File: config.mk
export PLATFORM = sky130hd
export DESIGN_NAME = seg7_scan_decoder
export DESIGN_NICKNAME = d
export VERILOG_FILES = /design/src/rtl/seg7_pkg.sv /design/src/rtl/seg7_glyph_decode.sv /design/src/rtl/seg7_scan_decoder.sv
export SDC_FILE = /design/constraint.sdc
export NUM_CORES = 1
export LEC_CHECK = 0
export BUFFER_PORTS_ARGS = -buffer_cell sky130_fd_sc_hd__buf_2
export CELL_PAD_IN_SITES_DETAIL_PLACEMENT = 0
export CELL_PAD_IN_SITES_GLOBAL_PLACEMENT = 1
export CORE_MARGIN = 1.5
export CORE_UTILIZATION = 49
export CTS_BUF_LIST = sky130_fd_sc_hd__clkbuf_4
export DETAILED_ROUTE_END_ITERATION = 16
export PLACE_DENSITY = 0.88
export SYNTH_ARGS = -nofsm -noshare
export SYNTH_HDL_FRONTEND = slang
export SYNTH_HIERARCHICAL = 1
export SYNTH_SLANG_ARGS = --single-unit
File: constraint.sdc
create_clock -name clock -period 5.3 [get_ports clock]
set_clock_uncertainty 0.05 [all_clocks]
set_input_delay 1.06 -clock clock [delete_from_list [all_inputs] [get_ports clock]]
set_output_delay 1.06 -clock clock [all_outputs]
set_load 0.1 [all_outputs]
File: src/rtl/seg7_pkg.sv
// -----------------------------------------------------------------------------
// seg7_pkg
// Shared seven-segment definitions for the stopwatch display path.
//   seg_t       : segment vector, bit 0 = a ... bit 6 = g, active-high.
//   hex_t       : 4-bit hex digit code.
//   SEG_0..SEG_F: standard hex glyphs (6 and 9 with tails, lowercase b and d).
//   SEG_BLANK   : all segments off.
//   NUM_DIGITS  : number of multiplexed digit positions.
// The encoder helper is the forward mapping used by the stopwatch driver; the
// glyph decoder is its exact inverse and uses the same constants.
// -----------------------------------------------------------------------------
package seg7_pkg;

  typedef logic [6:0] seg_t;
  typedef logic [3:0] hex_t;

  localparam int NUM_DIGITS = 8;

  //                               gfedcba
  localparam seg_t SEG_0     = 7'b0111111;
  localparam seg_t SEG_1     = 7'b0000110;
  localparam seg_t SEG_2     = 7'b1011011;
  localparam seg_t SEG_3     = 7'b1001111;
  localparam seg_t SEG_4     = 7'b1100110;
  localparam seg_t SEG_5     = 7'b1101101;
  localparam seg_t SEG_6     = 7'b1111101;
  localparam seg_t SEG_7     = 7'b0000111;
  localparam seg_t SEG_8     = 7'b1111111;
  localparam seg_t SEG_9     = 7'b1101111;
  localparam seg_t SEG_A     = 7'b1110111;
  localparam seg_t SEG_B     = 7'b1111100;
  localparam seg_t SEG_C     = 7'b0111001;
  localparam seg_t SEG_D     = 7'b1011110;
  localparam seg_t SEG_E     = 7'b1111001;
  localparam seg_t SEG_F     = 7'b1110001;
  localparam seg_t SEG_BLANK = 7'b0000000;

  // Forward mapping hex -> glyph, as used by the stopwatch digit driver.
  function automatic seg_t seg7_encode(input hex_t code);
    seg_t seg;
    case (code)
      4'h0:    seg = SEG_0;
      4'h1:    seg = SEG_1;
      4'h2:    seg = SEG_2;
      4'h3:    seg = SEG_3;
      4'h4:    seg = SEG_4;
      4'h5:    seg = SEG_5;
      4'h6:    seg = SEG_6;
      4'h7:    seg = SEG_7;
      4'h8:    seg = SEG_8;
      4'h9:    seg = SEG_9;
      4'hA:    seg = SEG_A;
      4'hB:    seg = SEG_B;
      4'hC:    seg = SEG_C;
      4'hD:    seg = SEG_D;
      4'hE:    seg = SEG_E;
      default: seg = SEG_F;
    endcase
    return seg;
  endfunction

endpackage

File: src/rtl/seg7_glyph_decode.sv
// -----------------------------------------------------------------------------
// seg7_glyph_decode
// Combinational inverse of the stopwatch digit encoder.
//   i_seg   : active-high segment pattern (bit 0 = a ... bit 6 = g).
//   o_code  : decoded hex code (0 for blank and for illegal patterns).
//   o_blank : pattern is all segments off.
//   o_legal : pattern is one of the 16 hex glyphs or blank.
// -----------------------------------------------------------------------------
module seg7_glyph_decode
  import seg7_pkg::*;
(
  input  seg_t i_seg,
  output hex_t o_code,
  output logic o_blank,
  output logic o_legal
);

  always_comb begin
    o_code  = 4'h0;
    o_blank = 1'b0;
    o_legal = 1'b1;
    case (i_seg)
      SEG_0:     o_code = 4'h0;
      SEG_1:     o_code = 4'h1;
      SEG_2:     o_code = 4'h2;
      SEG_3:     o_code = 4'h3;
      SEG_4:     o_code = 4'h4;
      SEG_5:     o_code = 4'h5;
      SEG_6:     o_code = 4'h6;
      SEG_7:     o_code = 4'h7;
      SEG_8:     o_code = 4'h8;
      SEG_9:     o_code = 4'h9;
      SEG_A:     o_code = 4'hA;
      SEG_B:     o_code = 4'hB;
      SEG_C:     o_code = 4'hC;
      SEG_D:     o_code = 4'hD;
      SEG_E:     o_code = 4'hE;
      SEG_F:     o_code = 4'hF;
      SEG_BLANK: o_blank = 1'b1;
      default:   o_legal = 1'b0;
    endcase
  end

endmodule

File: src/rtl/seg7_scan_decoder.sv
// -----------------------------------------------------------------------------
// seg7_scan_decoder
// Monitors a multiplexed seven-segment scan bus and rebuilds the 8-digit frame.
// Parameters:
//   SETTLE_CYCLES : consecutive identical samples needed before capture (1..255).
//   ACTIVE_LOW    : 1 = anodes and segments are active-low on the bus.
// Ports:
//   clock, reset  : system clock, asynchronous active-high reset.
//   anode_assert  : one-hot digit select (bus polarity), bit i = digit i.
//   segs          : segment drive (bus polarity), segs[0] = a ... segs[6] = g.
//   digits        : last complete frame, digit i at [4i+3:4i].
//   blanks        : last complete frame, bit i = digit i was all segments off.
//   frame_done    : one-cycle pulse when digits/blanks update.
//   seg_err       : one-cycle pulse when a settled pattern is not a legal glyph.
//   anode_err     : one-cycle pulse on the first cycle of a multi-anode run.
// -----------------------------------------------------------------------------
module seg7_scan_decoder
  import seg7_pkg::*;
#(
  parameter int SETTLE_CYCLES = 4,
  parameter bit ACTIVE_LOW    = 1'b1
) (
  input  logic        clock,
  input  logic        reset,
  input  logic [7:0]  anode_assert,
  input  logic [6:0]  segs,
  output logic [31:0] digits,
  output logic [7:0]  blanks,
  output logic        frame_done,
  output logic        seg_err,
  output logic        anode_err
);

  localparam logic [7:0] SETTLE_MAX  = 8'(SETTLE_CYCLES);
  localparam logic [7:0] SETTLE_LAST = 8'(SETTLE_CYCLES - 1);

  // Bus values normalized to active-high before registering.
  logic [7:0] w_an_in;
  seg_t       w_seg_in;

  assign w_an_in  = ACTIVE_LOW ? ~anode_assert : anode_assert;
  assign w_seg_in = ACTIVE_LOW ? ~segs : segs;

  // Input stage (same clock domain, single register).
  logic [7:0] r_an;
  seg_t       r_segs;

  always_ff @(posedge clock or posedge reset) begin
    if (reset) begin
      r_an   <= '0;
      r_segs <= SEG_BLANK;
    end else begin
      r_an   <= w_an_in;
      r_segs <= w_seg_in;
    end
  end

  // Anode classification on the registered value.
  logic       w_any;
  logic       w_multi;
  logic       w_one_hot;
  logic [2:0] w_idx;

  assign w_any     = (r_an != 8'h00);
  assign w_multi   = ((r_an & (r_an - 8'd1)) != 8'h00);
  assign w_one_hot = w_any && !w_multi;

  always_comb begin
    w_idx = 3'd0;
    for (int i = 0; i < NUM_DIGITS; i++) begin
      if (r_an[i]) w_idx = 3'(i);
    end
  end

  // The sample being registered this edge is compared with the one registered
  // last edge, so the count reaches SETTLE_CYCLES on the edge that registers
  // the SETTLE_CYCLES-th repeat of the newly registered value.
  logic       w_same;
  logic [7:0] r_cnt;
  logic       w_capture;

  assign w_same    = (w_an_in == r_an) && (w_seg_in == r_segs);
  assign w_capture = w_one_hot && w_same && (r_cnt == SETTLE_LAST);

  // Count parks at SETTLE_MAX after capture, so a dwell captures only once.
  always_ff @(posedge clock or posedge reset) begin
    if (reset) begin
      r_cnt <= '0;
    end else if (!w_one_hot || !w_same) begin
      r_cnt <= '0;
    end else if (r_cnt != SETTLE_MAX) begin
      r_cnt <= r_cnt + 8'd1;
    end
  end

  // Glyph decode of the settled pattern.
  hex_t w_code;
  logic w_blank;
  logic w_legal;

  seg7_glyph_decode u_glyph_decode (
    .i_seg   (r_segs),
    .o_code  (w_code),
    .o_blank (w_blank),
    .o_legal (w_legal)
  );

  // Working frame and the set of positions captured so far.
  logic [31:0] r_work_code;
  logic [7:0]  r_work_blank;
  logic [7:0]  r_seen;
  logic [31:0] w_work_code_nx;
  logic [7:0]  w_work_blank_nx;
  logic [7:0]  w_seen_nx;
  logic        w_store;
  logic        w_frame_complete;

  assign w_store = w_capture && w_legal;

  always_comb begin
    w_work_code_nx  = r_work_code;
    w_work_blank_nx = r_work_blank;
    w_seen_nx       = r_seen;
    if (w_store) begin
      w_work_code_nx[{w_idx, 2'b00} +: 4] = w_code;
      w_work_blank_nx[w_idx]              = w_blank;
      w_seen_nx[w_idx]                    = 1'b1;
    end
  end

  // Includes the capture made on this very edge.
  assign w_frame_complete = (w_seen_nx == 8'hFF);

  always_ff @(posedge clock or posedge reset) begin
    if (reset) begin
      r_work_code  <= '0;
      r_work_blank <= '0;
      r_seen       <= '0;
    end else begin
      r_work_code  <= w_work_code_nx;
      r_work_blank <= w_work_blank_nx;
      r_seen       <= w_frame_complete ? 8'h00 : w_seen_nx;
    end
  end

  // Published frame; only moves together with frame_done.
  always_ff @(posedge clock or posedge reset) begin
    if (reset) begin
      digits     <= '0;
      blanks     <= '0;
      frame_done <= 1'b0;
    end else begin
      frame_done <= w_frame_complete;
      if (w_frame_complete) begin
        digits <= w_work_code_nx;
        blanks <= w_work_blank_nx;
      end
    end
  end

  // Error pulses. anode_err fires on the rising edge of a multi-anode run.
  logic r_multi_d;

  always_ff @(posedge clock or posedge reset) begin
    if (reset) begin
      r_multi_d <= 1'b0;
      anode_err <= 1'b0;
      seg_err   <= 1'b0;
    end else begin
      r_multi_d <= w_multi;
      anode_err <= w_multi && !r_multi_d;
      seg_err   <= w_capture && !w_legal;
    end
  end

endmodule

; ---- Word level (Yosys, flattened, before mapping)
; Cells that the tools add are included.
[totals]
ff_bits = 115
in_bits = 17
[op_classes]
add_sub_neg = 3
n_lt_le_gt_ge = 2
eq_ne = 21
n_shift = 2
muxes = 20
bitwise = 4
n_reduce_logical = 19
[ops]
columns = op, n
row1 = 7-bit equality test (second input constant), 12
row2 = 4-bit one-hot mux with 15 select lines, 1
row3 = 8-bit 2-to-1 mux, 5
row4 = 32-bit bitwise mux, 1
row5 = 32-bit 2-to-1 mux, 1
row6 = 4-bit by 7-bit variable shift with 32-bit output (first input constant), 1
row7 = 4-bit by 7-bit indexed part select with 32-bit output, 1
row8 = 3-bit 2-to-1 mux, 6
row9 = 17-bit OR reduction, 1
row10 = 8-bit nonzero test, 2
row11 = 7-bit by 3-bit equality test with 1-bit output (second input constant), 2
row12 = 7-bit by 6-bit equality test with 1-bit output (second input constant), 2
row13 = 8-bit by 1-bit adder with 8-bit output (second input constant), 1
row14 = 8-bit AND, 1
row15 = 8-bit bitwise mux, 1
row16 = 8-bit by 2-bit equality test with 1-bit output (second input constant), 1
row17 = 8-bit equality test, 1
row18 = 8-bit equality test (second input constant), 1
row19 = 1-bit logical AND, 8
row20 = 8-bit by 3-bit != test with 1-bit output (second input constant), 1
row21 = 8-bit inverter, 1
row22 = 8-bit bitwise OR, 1
row23 = 8-bit by 1-bit subtractor with 8-bit output (second input constant), 1
row24 = 7-bit equality test, 1
row25 = 10 further kinds, 17

; ---- Depth between registers and ports, before layout
; Gate-level depths: netlist of run 1.
[logic_depth]
word_depth = 15
mapped_depth = 14

; ---- By module
; Netlist of run 1, hierarchy kept.
[by_module_without_submodules]
columns = mod, n_inst, cells_per_inst, area_each_um2, seq_area_each_um2
row1 = seg7_scan_decoder, 1, 374, 4857.2, 2877.8
row2 = seg7_glyph_decode, 1, 57, 359.1, 0.0

; ---- Worst setup path before layout of run 1
; OpenSTA, ideal clock, no wires.
[synth_timing]
path_kind = reg-to-reg
start = register r_segs[3]
end = register digits[1]
setup_ns = 0.126
arrival_time_ns = 3.767
required_ns = 5.124
slack_ns = 1.356
path_stages_with_launch = 15
cell_sequence = dfrtp_1 > buf_4 > or3_1 > nor2_1 > a211oi_1 > nand4_1 > nor4b_1 > nand3_1 > or3_1 > or4_1 > a211o_1 > a221oi_2 > buf_6 > buf_12 > mux2_4
[synth_via]
elab_cells_between_ends = 30
classes_between = eq/ne (18) / shift (1) / mux (5) / reduce/logical (6)
[synth_lines]
columns = item, line_no
row1 = from (decl), seg7_scan_decoder.sv:46  ; seg_t r_segs;
row2 = from (signal assigned), seg7_scan_decoder.sv:54  ; r_segs <= w_seg_in;
row3 = "7-bit by 6-bit equality test with 1-bit output, or another cell as far along", seg7_glyph_decode.sv:22  ; case (i_seg)
row4 = 17-bit OR reduction (no source line) (*), -
row5 = 1-bit 2-to-1 mux (*), seg7_glyph_decode.sv:22
row6 = net w_legal, seg7_scan_decoder.sv:99  ; logic w_legal;
row7 = 1-bit logical AND (*), seg7_scan_decoder.sv:118  ; assign w_store = w_capture && w_legal;
row8 = 8-bit 2-to-1 mux (*), seg7_scan_decoder.sv:124  ; if (w_store) begin
row9 = 8-bit equality test (*), seg7_scan_decoder.sv:132  ; assign w_frame_complete = (w_seen_nx == 8'hFF);
row10 = net w_frame_complete, seg7_scan_decoder.sv:116  ; logic w_frame_complete;
row11 = to (signal assigned), seg7_scan_decoder.sv:155  ; digits <= w_work_code_nx;
row12 = to (decl), seg7_scan_decoder.sv:27  ; output logic [31:0] digits,
; Mark *: on every way through the listed nets, which the timed path passes. The rest lies on a longest branch.
; A chain may end at the register's enable or synchronous reset.

; ---- Worst setup path in the final report of run 1
[layout_timing]
start = register r_segs[2]
end = register digits[9]
[layout_via]
elab_cells_between_ends = 30
classes_between = eq/ne (18) / shift (1) / mux (5) / reduce/logical (6)
[layout_lines]
columns = item, line_no
row1 = "7-bit by 6-bit equality test with 1-bit output, or another cell as far along", seg7_glyph_decode.sv:22
row2 = 17-bit OR reduction (no source line) (*), -
row3 = 1-bit 2-to-1 mux (*), seg7_glyph_decode.sv:22
row4 = net w_legal, seg7_scan_decoder.sv:99
row5 = 1-bit logical AND (*), seg7_scan_decoder.sv:118
row6 = 8-bit 2-to-1 mux, seg7_scan_decoder.sv:124
row7 = 8-bit equality test, seg7_scan_decoder.sv:132
; Marks and branches as above.

==> insert_results.sql, run 1 <==
INSERT INTO impl_metrics (metric_group, metric, value, unit) VALUES
('worst_setup_path', 'regToRegSetupSlack', '0.71', 'ns'),
('layout', 'layout-drive-gt1-share', '0.363', ''),
('worst_setup_path', 'timing.critical_path.from_type', 'register', ''),
('die', 'design.portCount', '60', ''),
('timing', 'rsz0062_at_grt', 'no', ''),
('cts', 'tritoncts', 'done', ''),
('logic_synthesis', 'combinational_family_with_the_most_area_after_synthesis', 'multiplexers', ''),
('worst_setup_path', 'crit-reg2reg-launch', 'r_segs[2]', ''),
('timing', 'worstMarginPinSlew', '1.27', 'ns'),
('global_route', 'grt-ovfl-total', '0', ''),
('timing', 'post-route-period-util', '0.867', ''),
('timing', 'final-max-slew-violation-count', '0', ''),
('layout', 'nNetsFinal', '516', ''),
('logic_synthesis', 'number_of_different_library_cells_in_the_post_synthesis_netlist', '50', ''),
('layout', 'multi_input_area', '2130', 'sq um'),
('power_and_ir_drop', 'p_per_area', '270', 'nW/um^2'),
('cts', 'root_buffer', 'clkbuf_4', ''),
('logic_synthesis', 'synth.mux.area_fraction', '0.177', ''),
('logic_synthesis', 'synth_simple_gate_area_frac', '0.130', ''),
('outcome', 'outcome', 'finished, final reports clean', ''),
('timing', 'period_minus_slack', '4.59', 'ns'),
('cts', 'clock_latency_at_the_later_pin_of_the_worst_skew_pair', '0.51', 'ns'),
('routing', 'drtIter0Drc', '154', ''),
('logic_synthesis', 'syn_area_per_cell', '12.1', 'sq um'),
('cts', 'cts_setup_buffers', '0', ''),
('global_route', 'grtUsageTotal', '0.197', ''),
('logic_synthesis', 'synthDominantAreaCellType', 'dfrtp_1', ''),
('routing', 'post-route-drc-count', '0', ''),
('routing', 'routed_via_count_divided_by_cell_count', '5.44', ''),
('global_route', 'number_of_antenna_violations_at_the_first_check_in_global_routing', '0', ''),
('logic_synthesis', 'yosysTopAreaCellShare', '0.552', ''),
('logic_synthesis', 'synth_adder_area_share', '0.00959', ''),
('power_and_ir_drop', 'power_switching', '0.398', 'mW'),
('die', 'die_width', '106', 'microns'),
('worst_setup_path', 'worstPathRequired', '5.64', 'ns'),
('logic_synthesis', 'synth-warning-count', '6', ''),
('global_route', 'grt_start_max_net_pins', '73', ''),
('timing', 'setup_violations', '0', ''),
('timing', 'timing_hold_violations_final', '0', ''),
('power_and_ir_drop', 'portion_of_total_power_attributed_to_sequential_cells', '0.566', ''),
('timing', 'fin_setup_tns', '0', 'ns'),
('logic_synthesis', 'synth_ff_type', 'dfrtp_1', ''),
('worst_setup_path', 'worstSetupEndpointType', 'register', ''),
('timing', 'timing.fmax', '218', 'MHz'),
('worst_setup_path', 'arrival', '4.93', 'ns'),
('logic_synthesis', 'synth_enable_flop_cells', '0', ''),
('layout', 'post_layout_nonfiller_instances', '643', ''),
('cts', 'cts.sink_count', '115', ''),
('layout', 'final_design_area_no_fill', '5880', 'sq um'),
('worst_setup_path', 'path_max_fanout', '23', ''),
('cts', 'cts.htree.levels', '4', ''),
('placement', 'dp.final_hpwl', '7290', 'microns'),
('worst_hold_path', 'hp-class', 'reg2reg', ''),
('logic_synthesis', 'synth-compound-area-share', '0.0513', ''),
('logic_synthesis', 'post_synth_main_area_contributors', 'dfrtp_1, mux2_2, xnor2_1', ''),
('logic_synthesis', 'synthTopCellsByCount', 'dfrtp_1, mux2_2, inv_1', ''),
('cts', 'clk_pin_slew_worst_paths', '0.10', 'ns'),
('die', 'die_area', '11300', 'sq um'),
('logic_synthesis', 'post_synth_instance_area', '5220', 'sq um'),
('power_and_ir_drop', 'pwr-share-clk', '0.385', ''),
('die', 'initial_core_util', '0.505', ''),
('die', 'rows', '37', ''),
('logic_synthesis', 'yosys.area_share.xor_xnor', '0.0369', ''),
('global_route', 'number_of_global_route_vias_before_repair', '3486', ''),
('logic_synthesis', 'synth_most_common_cell', 'dfrtp_1', ''),
('routing', 'drtAntennaViolNets', '0', ''),
('layout', 'antennaDiodeCount', '0', ''),
('cts', 'cts_made_buffers', '17', ''),
('worst_hold_path', 'timing.hold.worst_path_depth', '1', ''),
('die', 'core_region_area', '10300', 'sq um'),
('placement', 'placed_cells_incl_taps', '612', '');
registers in the layout, summed over array words and instances, names as in the netlist, 7 cells and up:
signal	count
blanks	8
digits	32
r_an	8
r_cnt	8
r_seen	8
r_segs	7
r_work_blank	8
r_work_code	32
cell families (layout without fill, tap and decap cells):
| group | Yosys count | count (layout) |
|---|---|---|
| buffers and inverters | 46 | 122 |
| adder cells (fa/ha/maj) | 4 | 4 |
| XOR/XNOR | 22 | 22 |
| AO/OA/AOI/OAI | 37 | 37 |
| flip-flops | 115 | 115 |
| multiplexers | 82 | 82 |
| AND/OR/NAND/NOR | 125 | 125 |
area by class of cell:
type,count,share of cell area
well taps,136,0.0289
clock buffers,18,0.0230
inverters,27,0.0177
clock inverters,13,0.0232
multi-input cells,270,0.362
flip-flops and latches,115,0.489
repair buffers,64,0.0566
layout by cell type, fill, tap and decap left out, types with 2 or more instances in the layout:
cell | Yosys | layout
clkinv_4 | 0 | 2
dfrtp_1 | 115 | 115
nand4_1 | 6 | 6
xnor2_1 | 16 | 16
inv_1 | 27 | 26
o22ai_1 | 4 | 4
o32a_1 | 2 | 2
clkbuf_4 | 0 | 18
nand3b_1 | 3 | 3
nor3_1 | 7 | 7
a31oi_1 | 2 | 2
nor4_1 | 7 | 7
o211ai_1 | 2 | 2
o32ai_1 | 3 | 3
xor2_1 | 6 | 6
or4_1 | 7 | 7
buf_2 | 8 | 59
nand3_1 | 22 | 22
clkinvlp_4 | 0 | 4
buf_4 | 4 | 5
or2_2 | 2 | 2
nor2_1 | 25 | 25
mux2i_1 | 2 | 2
o21ai_0 | 6 | 6
nand2b_1 | 5 | 5
nor4b_1 | 2 | 2
ha_1 | 4 | 4
bufinv_16 | 0 | 2
nor2b_1 | 5 | 5
a21oi_1 | 7 | 7
clkinv_2 | 0 | 4
mux2_2 | 79 | 79
and3_1 | 4 | 4
or3_1 | 5 | 5
a211oi_1 | 2 | 2
nand2_1 | 19 | 19
a22oi_1 | 2 | 2
worst max path at each step:
stage | start | endpoint | slack [ns] | depth (start not counted)
4_1_cts | r_segs[2] | digits[10] | 0.71 | 12
5_1_grt | r_segs[2] | digits[4] | 0.37 | 12
6_report | r_segs[2] | digits[9] | 0.71 | 12
2_1_floorplan | reset | anode_err | 1.15 | 1
3_3_place_gp | r_segs[2] | digits[12] | 0.88 | 12
3_5_place_dp | r_segs[2] | digits[27] | 0.74 | 12
worst max-delay path: stages (launching register included):
cell and delay [ns]:
dfrtp_1 0.55, or4_1 0.58, nor2_1 0.47, a211oi_1 0.10, nand4_1 0.20, nor4b_1 0.27
nand3_1 0.16, or3_1 0.35, or4_1 0.48, a211o_1 0.34, a221oi_4 0.20, buf_4 0.35
mux2_2 0.38
metrics by stage:
step / setup WS [ns] / util / hold slack (ns) / total power, mW
final: 0.707 / 0.570 / 0.361 / 1.59
after CTS: 0.714 / 0.570 / 0.366 / 1.61
after global placement: 0.876 / 0.544 / 0.346 / 0.993
after global routing: 0.373 / 0.570 / 0.378 / 1.66
after detailed placement: 0.738 / 0.544 / 0.356 / 0.996
after floorplan: 1.15 / - / 0.328 / 0.970
layer usage:
layer  GRT usage  wire length [microns]  vias to the layer above
met1       0.277                   4930                     1744
met3      0.0589                    450                       14
met4      0.0705                    150                        0
met2       0.288                   4630                       77
li1            -                      -                     1662
met5           0                      0                        -
power groups by stage:
stage | combinational [mW] | clock [mW] | sequential, mW
finish | 0.0778 | 0.612 | 0.900
global route | 0.0885 | 0.672 | 0.903
CTS | 0.0793 | 0.630 | 0.900
detailed placement | 0.0789 | 0 | 0.917
global placement | 0.0768 | 0 | 0.917
floorplan | 0.0642 | 0 | 0.906
(Power assumes the default switching activity.)
==> run 2, diff against run 1 <==
--- a/config.mk
+++ b/config.mk
@@ -12,6 +12,7 @@
 export CORE_UTILIZATION = 49
 export CTS_BUF_LIST = sky130_fd_sc_hd__clkbuf_4
 export DETAILED_ROUTE_END_ITERATION = 16
+export GPL_TIMING_DRIVEN = 0
 export PLACE_DENSITY = 0.88
 export SYNTH_ARGS = -nofsm -noshare
 export SYNTH_HDL_FRONTEND = slang
==> insert_results.sql, run 2 (synthesis gave the netlist of run 1 again) <==
INSERT INTO impl_metrics (metric_group, metric, value, unit) VALUES
('outcome', 'outcome', 'finished, final reports clean', ''),
('cts', 'cts_made_buffers', '17', ''),
('timing', 'final-max-slew-violation-count', '0', ''),
('worst_setup_path', 'worstRegToRegCells', '14', ''),
('timing', 'setup_violations', '0', ''),
('die', 'initial_core_util', '0.505', ''),
('power_and_ir_drop', 'pwr-share-comb', '0.058', ''),
('timing', 'post-route-period-util', '0.896', ''),
('worst_setup_path', 'criticalPathCategory', 'reg2reg', ''),
('cts', 'tritoncts', 'done', ''),
('die', 'rows', '37', ''),
('routing', 'routed_via_count_divided_by_cell_count', '5.39', ''),
('worst_setup_path', 'capturing_element_of_the_worst_setup_path', 'digits[1]', ''),
('worst_setup_path', 'source_of_the_critical_timing_path', 'r_segs[3]', ''),
('cts', 'cts_setup_buffers', '0', ''),
('die', 'fp.dieH', '106', 'microns'),
('power_and_ir_drop', 'max-vdd-ir-drop', '229', 'uV'),
('layout', 'n_fill_cell', '867', ''),
('timing', 'timing.fmax', '210', 'MHz'),
('routing', 'wl_per_cell', '15.6', 'microns'),
('timing', 'finalWorstSetupSlack', '0.549', 'ns'),
('timing', 'fin_setup_tns', '0', 'ns'),
('timing', 'timing.slew.headroom', '0.128', ''),
('layout', 'final_cell_mix', 'dfrtp_1, mux2_2, buf_2', ''),
('worst_setup_path', 'timing.critical_path.from_type', 'register', ''),
('routing', 'vias_after_detailed_routing', '3549', ''),
('timing', 'worstMarginPinSlew', '1.30', 'ns'),
('global_route', 'wire_length_of_the_first_global_routing_pass', '17200', 'microns'),
('routing', 'post-route-drc-count', '0', ''),
('cts', 'root_buffer', 'clkbuf_4', ''),
('global_route', 'grt_start_max_net_pins', '80', ''),
('worst_setup_path', 'timing.rr.end', 'digits[1]', ''),
('cts', 'cts_repair_resize_count', '0', ''),
('die', 'core_region_area', '10300', 'sq um'),
('timing', 'period_minus_slack', '4.75', 'ns'),
('worst_setup_path', 'path_max_fanout', '10', ''),
('power_and_ir_drop', 'swShare', '0.261', ''),
('power_and_ir_drop', 'pwr-share-clk', '0.393', ''),
('worst_setup_path', 'worstSetupEndpointType', 'register', ''),
('power_and_ir_drop', 'power_switching', '0.423', 'mW'),
('layout', 'areaGrowthSynthToFinish', '14.9', '%'),
('layout', 'nNetsFinal', '531', ''),
('cts', 'cts.sink_count', '115', ''),
('global_route', 'number_of_antenna_violations_at_the_first_check_in_global_routing', '0', ''),
('worst_setup_path', 'crit-reg2reg-launch', 'r_segs[3]', ''),
('worst_hold_path', 'hp-class', 'reg2reg', ''),
('power_and_ir_drop', 'p_per_area', '271', 'nW/um^2'),
('global_route', 'number_of_global_route_vias_before_repair', '3468', ''),
('layout', 'most_common_cell_after_layout_fill_and_taps_aside', 'dfrtp_1', ''),
('placement', 'placement.setup.worst_slack', '0.560', 'ns'),
('die', 'design.portCount', '60', ''),
('global_route', 'grt-ovfl-total', '0', ''),
('die', 'die_width', '106', 'microns'),
('placement', 'gp_routability_congestion', '0.812', ''),
('placement', 'dp.final_hpwl', '7340', 'microns'),
('layout', 'antennaDiodeCount', '0', ''),
('timing', 'rsz0062_at_grt', 'no', ''),
('global_route', 'grtUsageTotal', '0.198', ''),
('power_and_ir_drop', 'portion_of_total_power_attributed_to_sequential_cells', '0.549', ''),
('power_and_ir_drop', 'power_report.internal_total', '1.20', 'mW'),
('routing', 'drtIter0Drc', '178', ''),
('routing', 'drtAntennaViolNets', '0', ''),
('placement', 'placement.io_buffers', '59', ''),
('die', 'die_area', '11300', 'sq um'),
('layout', 'layout-drive-gt1-share', '0.369', ''),
('cts', 'cts_buffer_depth', '2', ''),
('cts', 'clk_pin_slew_worst_paths', '0.11', 'ns'),
('cts', 'clock_latency_at_the_later_pin_of_the_worst_skew_pair', '0.51', 'ns'),
('routing', 'detailed_router_iteration_count_before_antenna_repair', '4', ''),
('timing', 'timing_hold_violations_final', '0', ''),
('routing', 'routed_wl', '10300', 'microns'),
('worst_setup_path', 'regToRegSetupSlack', '0.55', 'ns'),
('layout', 'regs_by_ff_count', 'digits: 32 flops, r_work_code: 32 flops', ''),
('power_and_ir_drop', 'power_leakage', '3.02', 'nW'),
('worst_setup_path', 'worstPathRequired', '5.65', 'ns'),
('cts', 'cts.htree.levels', '4', ''),
('cts', 'cts_hold_buffers', '0', ''),
('worst_setup_path', 'arrival', '5.10', 'ns'),
('run', 'drv.max_cap_violation_count', '0', '');
==> run 2: cell type report <==
type	instances	area [sq um]	area share
Tap cell	136	170	0.0284
Inverter	27	104	0.0173
Timing Repair Buffer	60	323	0.0539
Clock inverter	15	155	0.0259
Buffer	19	121	0.0202
Clock buffer	17	128	0.0213
Multi-Input combinational cell	270	2120	0.353
Sequential cell	115	2880	0.480
==> run 2: metal layers <==
layer / wire length [microns] / global-route usage / vias up
li1: - / - / 1693
met1: 4990 / 0.281 / 1764
met2: 4720 / 0.287 / 83
met3: 480 / 0.0625 / 9
met4: 113 / 0.0647 / 0
met5: 0 / 0 / -
==> run 2: stage by stage <==
stage	utilization	std cells	hold WS (ns)	instance area [sq um]	total power, mW
after floorplan	-	431	0.328	5220	0.970
after global placement	0.550	626	0.336	5680	0.996
after detailed placement	0.553	627	0.340	5710	1.00
after CTS	0.581	659	0.349	5990	1.64
after global routing	0.581	659	0.366	5990	1.70
final	0.581	659	0.352	5990	1.62
==> run 2: power by group through the flow <==
stage	clock, mW	sequential (mW)	combinational, mW
floorplan	0	0.906	0.0642
global placement	0	0.908	0.0882
detailed placement	0	0.908	0.0941
CTS	0.655	0.891	0.0949
global route	0.706	0.892	0.105
finish	0.638	0.891	0.0937
==> run 2: worst min-delay path by stage <==
stage,startpoint,endpoint,slack [ns],cells after the start
after floorplan,r_multi_d,anode_err,0.33,1
after global placement,r_multi_d,anode_err,0.34,1
after detailed placement,r_multi_d,anode_err,0.34,1
after CTS,r_multi_d,anode_err,0.35,1
after global routing,r_multi_d,anode_err,0.37,1
final,r_multi_d,anode_err,0.35,1
==> run 2: critical path: stages, from the launching register on <==
cell and delay (ns):
dfrtp_1 0.44, buf_4 0.20, or3_1 0.41, nor2_1 0.53
a211oi_1 0.12, nand4_1 0.22, nor4b_1 0.26, nand3_1 0.19
or3_1 0.36, or4_1 0.48, a211o_1 0.33, a221oi_2 0.40
buf_6 0.24, buf_12 0.14, mux2_4 0.29
==> run 3, diff against run 2 <==
--- a/config.mk
+++ b/config.mk
@@ -9,11 +9,12 @@
 export CELL_PAD_IN_SITES_DETAIL_PLACEMENT = 0
 export CELL_PAD_IN_SITES_GLOBAL_PLACEMENT = 1
 export CORE_MARGIN = 1.5
-export CORE_UTILIZATION = 49
+export CORE_UTILIZATION = 44
 export CTS_BUF_LIST = sky130_fd_sc_hd__clkbuf_4
 export DETAILED_ROUTE_END_ITERATION = 16
 export GPL_TIMING_DRIVEN = 0
-export PLACE_DENSITY = 0.88
+export PLACE_DENSITY = 0.84
+export SKIP_LAST_GASP = 1
 export SYNTH_ARGS = -nofsm -noshare
 export SYNTH_HDL_FRONTEND = slang
 export SYNTH_HIERARCHICAL = 1
==> constraint.sdc (replaced) <==
create_clock -name clock -period 4.25 [get_ports clock]
set_clock_uncertainty 0.05 [all_clocks]
set_input_delay 0.85 -clock clock [delete_from_list [all_inputs] [get_ports clock]]
set_output_delay 0.85 -clock clock [all_outputs]
set_load 0.1 [all_outputs]
==> insert_results.sql, run 3 (synthesis gave the netlist of run 1 again) <==
INSERT INTO impl_metrics (metric_group, metric, value, unit) VALUES
('placement', 'placement.io_buffers', '59', ''),
('routing', 'vias_after_detailed_routing', '3604', ''),
('worst_setup_path', 'path_cells', 'or3_4 -> a2111oi_4 -> a211oi_1 -> nand4_1 -> nor4b_4 -> nand3_2 -> or3_4 -> or4_1 -> a211o_1 -> a221oi_4 -> buf_6 -> buf_6 -> buf_12 -> mux2_4', ''),
('die', 'fp.dieH', '112', 'microns'),
('worst_hold_path', 'hp-class', 'reg2reg', ''),
('timing', 'setup_violations', '0', ''),
('cts', 'cts.sink_count', '115', ''),
('cts', 'root_buffer', 'clkbuf_4', ''),
('routing', 'drtAntennaViolNets', '0', ''),
('power_and_ir_drop', 'p_per_area', '332', 'nW/um^2'),
('worst_hold_path', 'hold-path-endpoint', 'anode_err', ''),
('layout', 'areaGrowthSynthToFinish', '17.9', '%'),
('timing', 'rsz0062_at_grt', 'no', ''),
('run', 'drv.max_cap_violation_count', '0', ''),
('layout', 'antennaDiodeCount', '0', ''),
('die', 'core_region_area', '11500', 'sq um'),
('worst_setup_path', 'critical_path.max_stage_delay', '0.49', 'ns'),
('timing', 'period_minus_slack', '4.14', 'ns'),
('cts', 'clk_pin_slew_worst_paths', '0.11', 'ns'),
('global_route', 'wire_length_of_the_first_global_routing_pass', '17900', 'microns'),
('worst_hold_path', 'timing.hold.worst_path_depth', '1', ''),
('die', 'rows', '39', ''),
('power_and_ir_drop', 'power_leakage', '3.06', 'nW'),
('timing', 'worstMarginPinSlew', '1.14', 'ns'),
('timing', 'timing.slew.headroom', '0.238', ''),
('die', 'die_width', '112', 'microns'),
('power_and_ir_drop', 'totalPowerFinal', '2.04', 'mW'),
('worst_setup_path', 'worstSetupEndpointType', 'register', ''),
('global_route', 'grtUsageTotal', '0.185', ''),
('cts', 'cts_buffer_depth', '2', ''),
('worst_setup_path', 'criticalPathCategory', 'reg2reg', ''),
('layout', 'n_fill_cell', '1007', ''),
('die', 'initial_core_util', '0.455', ''),
('layout', 'regs_by_ff_count', 'digits: 32 flops, r_work_code: 32 flops', ''),
('worst_setup_path', 'arrival', '4.52', 'ns'),
('routing', 'routed_via_count_divided_by_cell_count', '5.36', ''),
('layout', 'layout-drive-gt1-share', '0.397', ''),
('routing', 'post-route-drc-count', '0', ''),
('die', 'die_area', '12500', 'sq um'),
('worst_setup_path', 'timing.rr.end', 'digits[1]', ''),
('layout', 'final_core_util', '0.536', ''),
('cts', 'cts_made_buffers', '17', ''),
('routing', 'drtIter0Drc', '129', ''),
('timing', 'final-max-slew-violation-count', '0', ''),
('global_route', 'number_of_global_route_vias_before_repair', '3622', ''),
('worst_setup_path', 'worstPathRequired', '4.63', 'ns'),
('layout', 'most_common_cell_after_layout_fill_and_taps_aside', 'dfrtp_1', ''),
('layout', 'nNetsFinal', '537', ''),
('cts', 'tritoncts', 'done', ''),
('routing', 'routed_wl', '10800', 'microns'),
('power_and_ir_drop', 'max-vdd-ir-drop', '240', 'uV'),
('worst_setup_path', 'timing.critical_path.from_type', 'register', ''),
('timing', 'timing.fmax', '242', 'MHz'),
('routing', 'detailed_router_iteration_count_before_antenna_repair', '4', ''),
('global_route', 'grt_start_max_net_pins', '63', ''),
('die', 'design.portCount', '60', ''),
('timing', 'timing_hold_violations_final', '0', ''),
('worst_setup_path', 'worstRegToRegCells', '14', ''),
('worst_setup_path', 'path_max_fanout', '10', ''),
('outcome', 'outcome', 'finished, final reports clean', ''),
('routing', 'wl_per_cell', '16.0', 'microns'),
('cts', 'cts.htree.levels', '4', ''),
('global_route', 'grt-ovfl-total', '0', ''),
('cts', 'cts_hold_buffers', '0', ''),
('placement', 'dp.final_hpwl', '7480', 'microns'),
('timing', 'fin_setup_tns', '0', 'ns'),
('worst_setup_path', 'critPathSlowestCell', 'or4_1', ''),
('worst_hold_path', 'min_from', 'r_multi_d', ''),
('global_route', 'number_of_antenna_violations_at_the_first_check_in_global_routing', '0', ''),
('cts', 'clock_latency_at_the_later_pin_of_the_worst_skew_pair', '0.53', 'ns'),
('placement', 'gp_routability_congestion', '0.899', ''),
('timing', 'post-route-period-util', '0.974', ''),
('worst_setup_path', 'regToRegSetupSlack', '0.11', 'ns'),
('layout', 'final_cell_mix', 'dfrtp_1, mux2_2, buf_2', ''),
('worst_setup_path', 'crit-reg2reg-launch', 'r_segs[3]', '');
==> run 3: cell count changes in the layout (fill, tap and decap cells not counted), sizes merged <==
cell / change
clkbuf: +3
clkinvlp: +2
inv: -2
buf: +4
clkinv: -1
==> run 3: layout make-up <==
type / count / area, sq um / area share
clock buffers: 18 / 135 / 0.0220
repair buffers: 66 / 369 / 0.0600
plain buffers: 19 / 134 / 0.0218
flip-flops and latches: 115 / 2880 / 0.468
inverters: 27 / 104 / 0.0169
multi-input cells: 270 / 2190 / 0.357
well taps: 143 / 179 / 0.0291
clock inverters: 14 / 155 / 0.0252
==> run 3: power by group <==
part           switching (mW)  total, mW  internal, mW
clock network           0.444      0.805         0.361
logic                  0.0791      0.123        0.0440
registers             0.00968       1.11          1.10
==> run 3: metrics by stage <==
stage	hold slack [ns]	cell area [sq um]	cells	setup slack (ns)
after floorplan	0.328	5220	431	0.306
after CTS	0.327	6070	670	0.00520
after global routing	0.347	6150	672	0.00803
final	0.344	6150	672	0.112
after global placement	0.335	5690	633	-0.799
after detailed placement	0.336	5720	634	-0.428
==> run 3: worst max path at each step <==
stage                      endpoint  slack (ns)  cells after the start  startpoint
after floorplan           anode_err        0.31                      1       reset
after global placement    digits[4]       -0.80                      2       reset
after detailed placement  digits[1]       -0.43                     14   r_segs[3]
after global routing      digits[1]       0.008                     14   r_segs[3]
final                     digits[1]        0.11                     14   r_segs[3]
after CTS                 digits[1]       0.005                     15   r_segs[3]
==> run 3: routing by layer <==
| metal | global-route usage | wire length, microns | up-vias |
|---|---|---|---|
| li1 | - | - | 1701 |
| met1 | 0.248 | 5100 | 1796 |
| met2 | 0.277 | 4980 | 84 |
| met3 | 0.0544 | 453 | 23 |
| met4 | 0.0852 | 231 | 0 |
| met5 | 0 | 0 | - |
==> run 3: what timing repair did <==
item,4_1_cts,5_1_grt
gates resized for setup,5,12
setup endpoints to repair,49,41
buffers inserted,3,2
pin swaps,1,2
cloned,1,0
==> run 3: worst max-delay path, delay by kind of cell, from the launching register on <==
family | cells | cell delay (ns)
flip-flops | 1 | 0.44
AND/OR/NAND/NOR | 6 | 1.83
AO/OA/AOI/OAI | 4 | 1.01
multiplexers | 1 | 0.29
buffers and inverters | 3 | 0.39
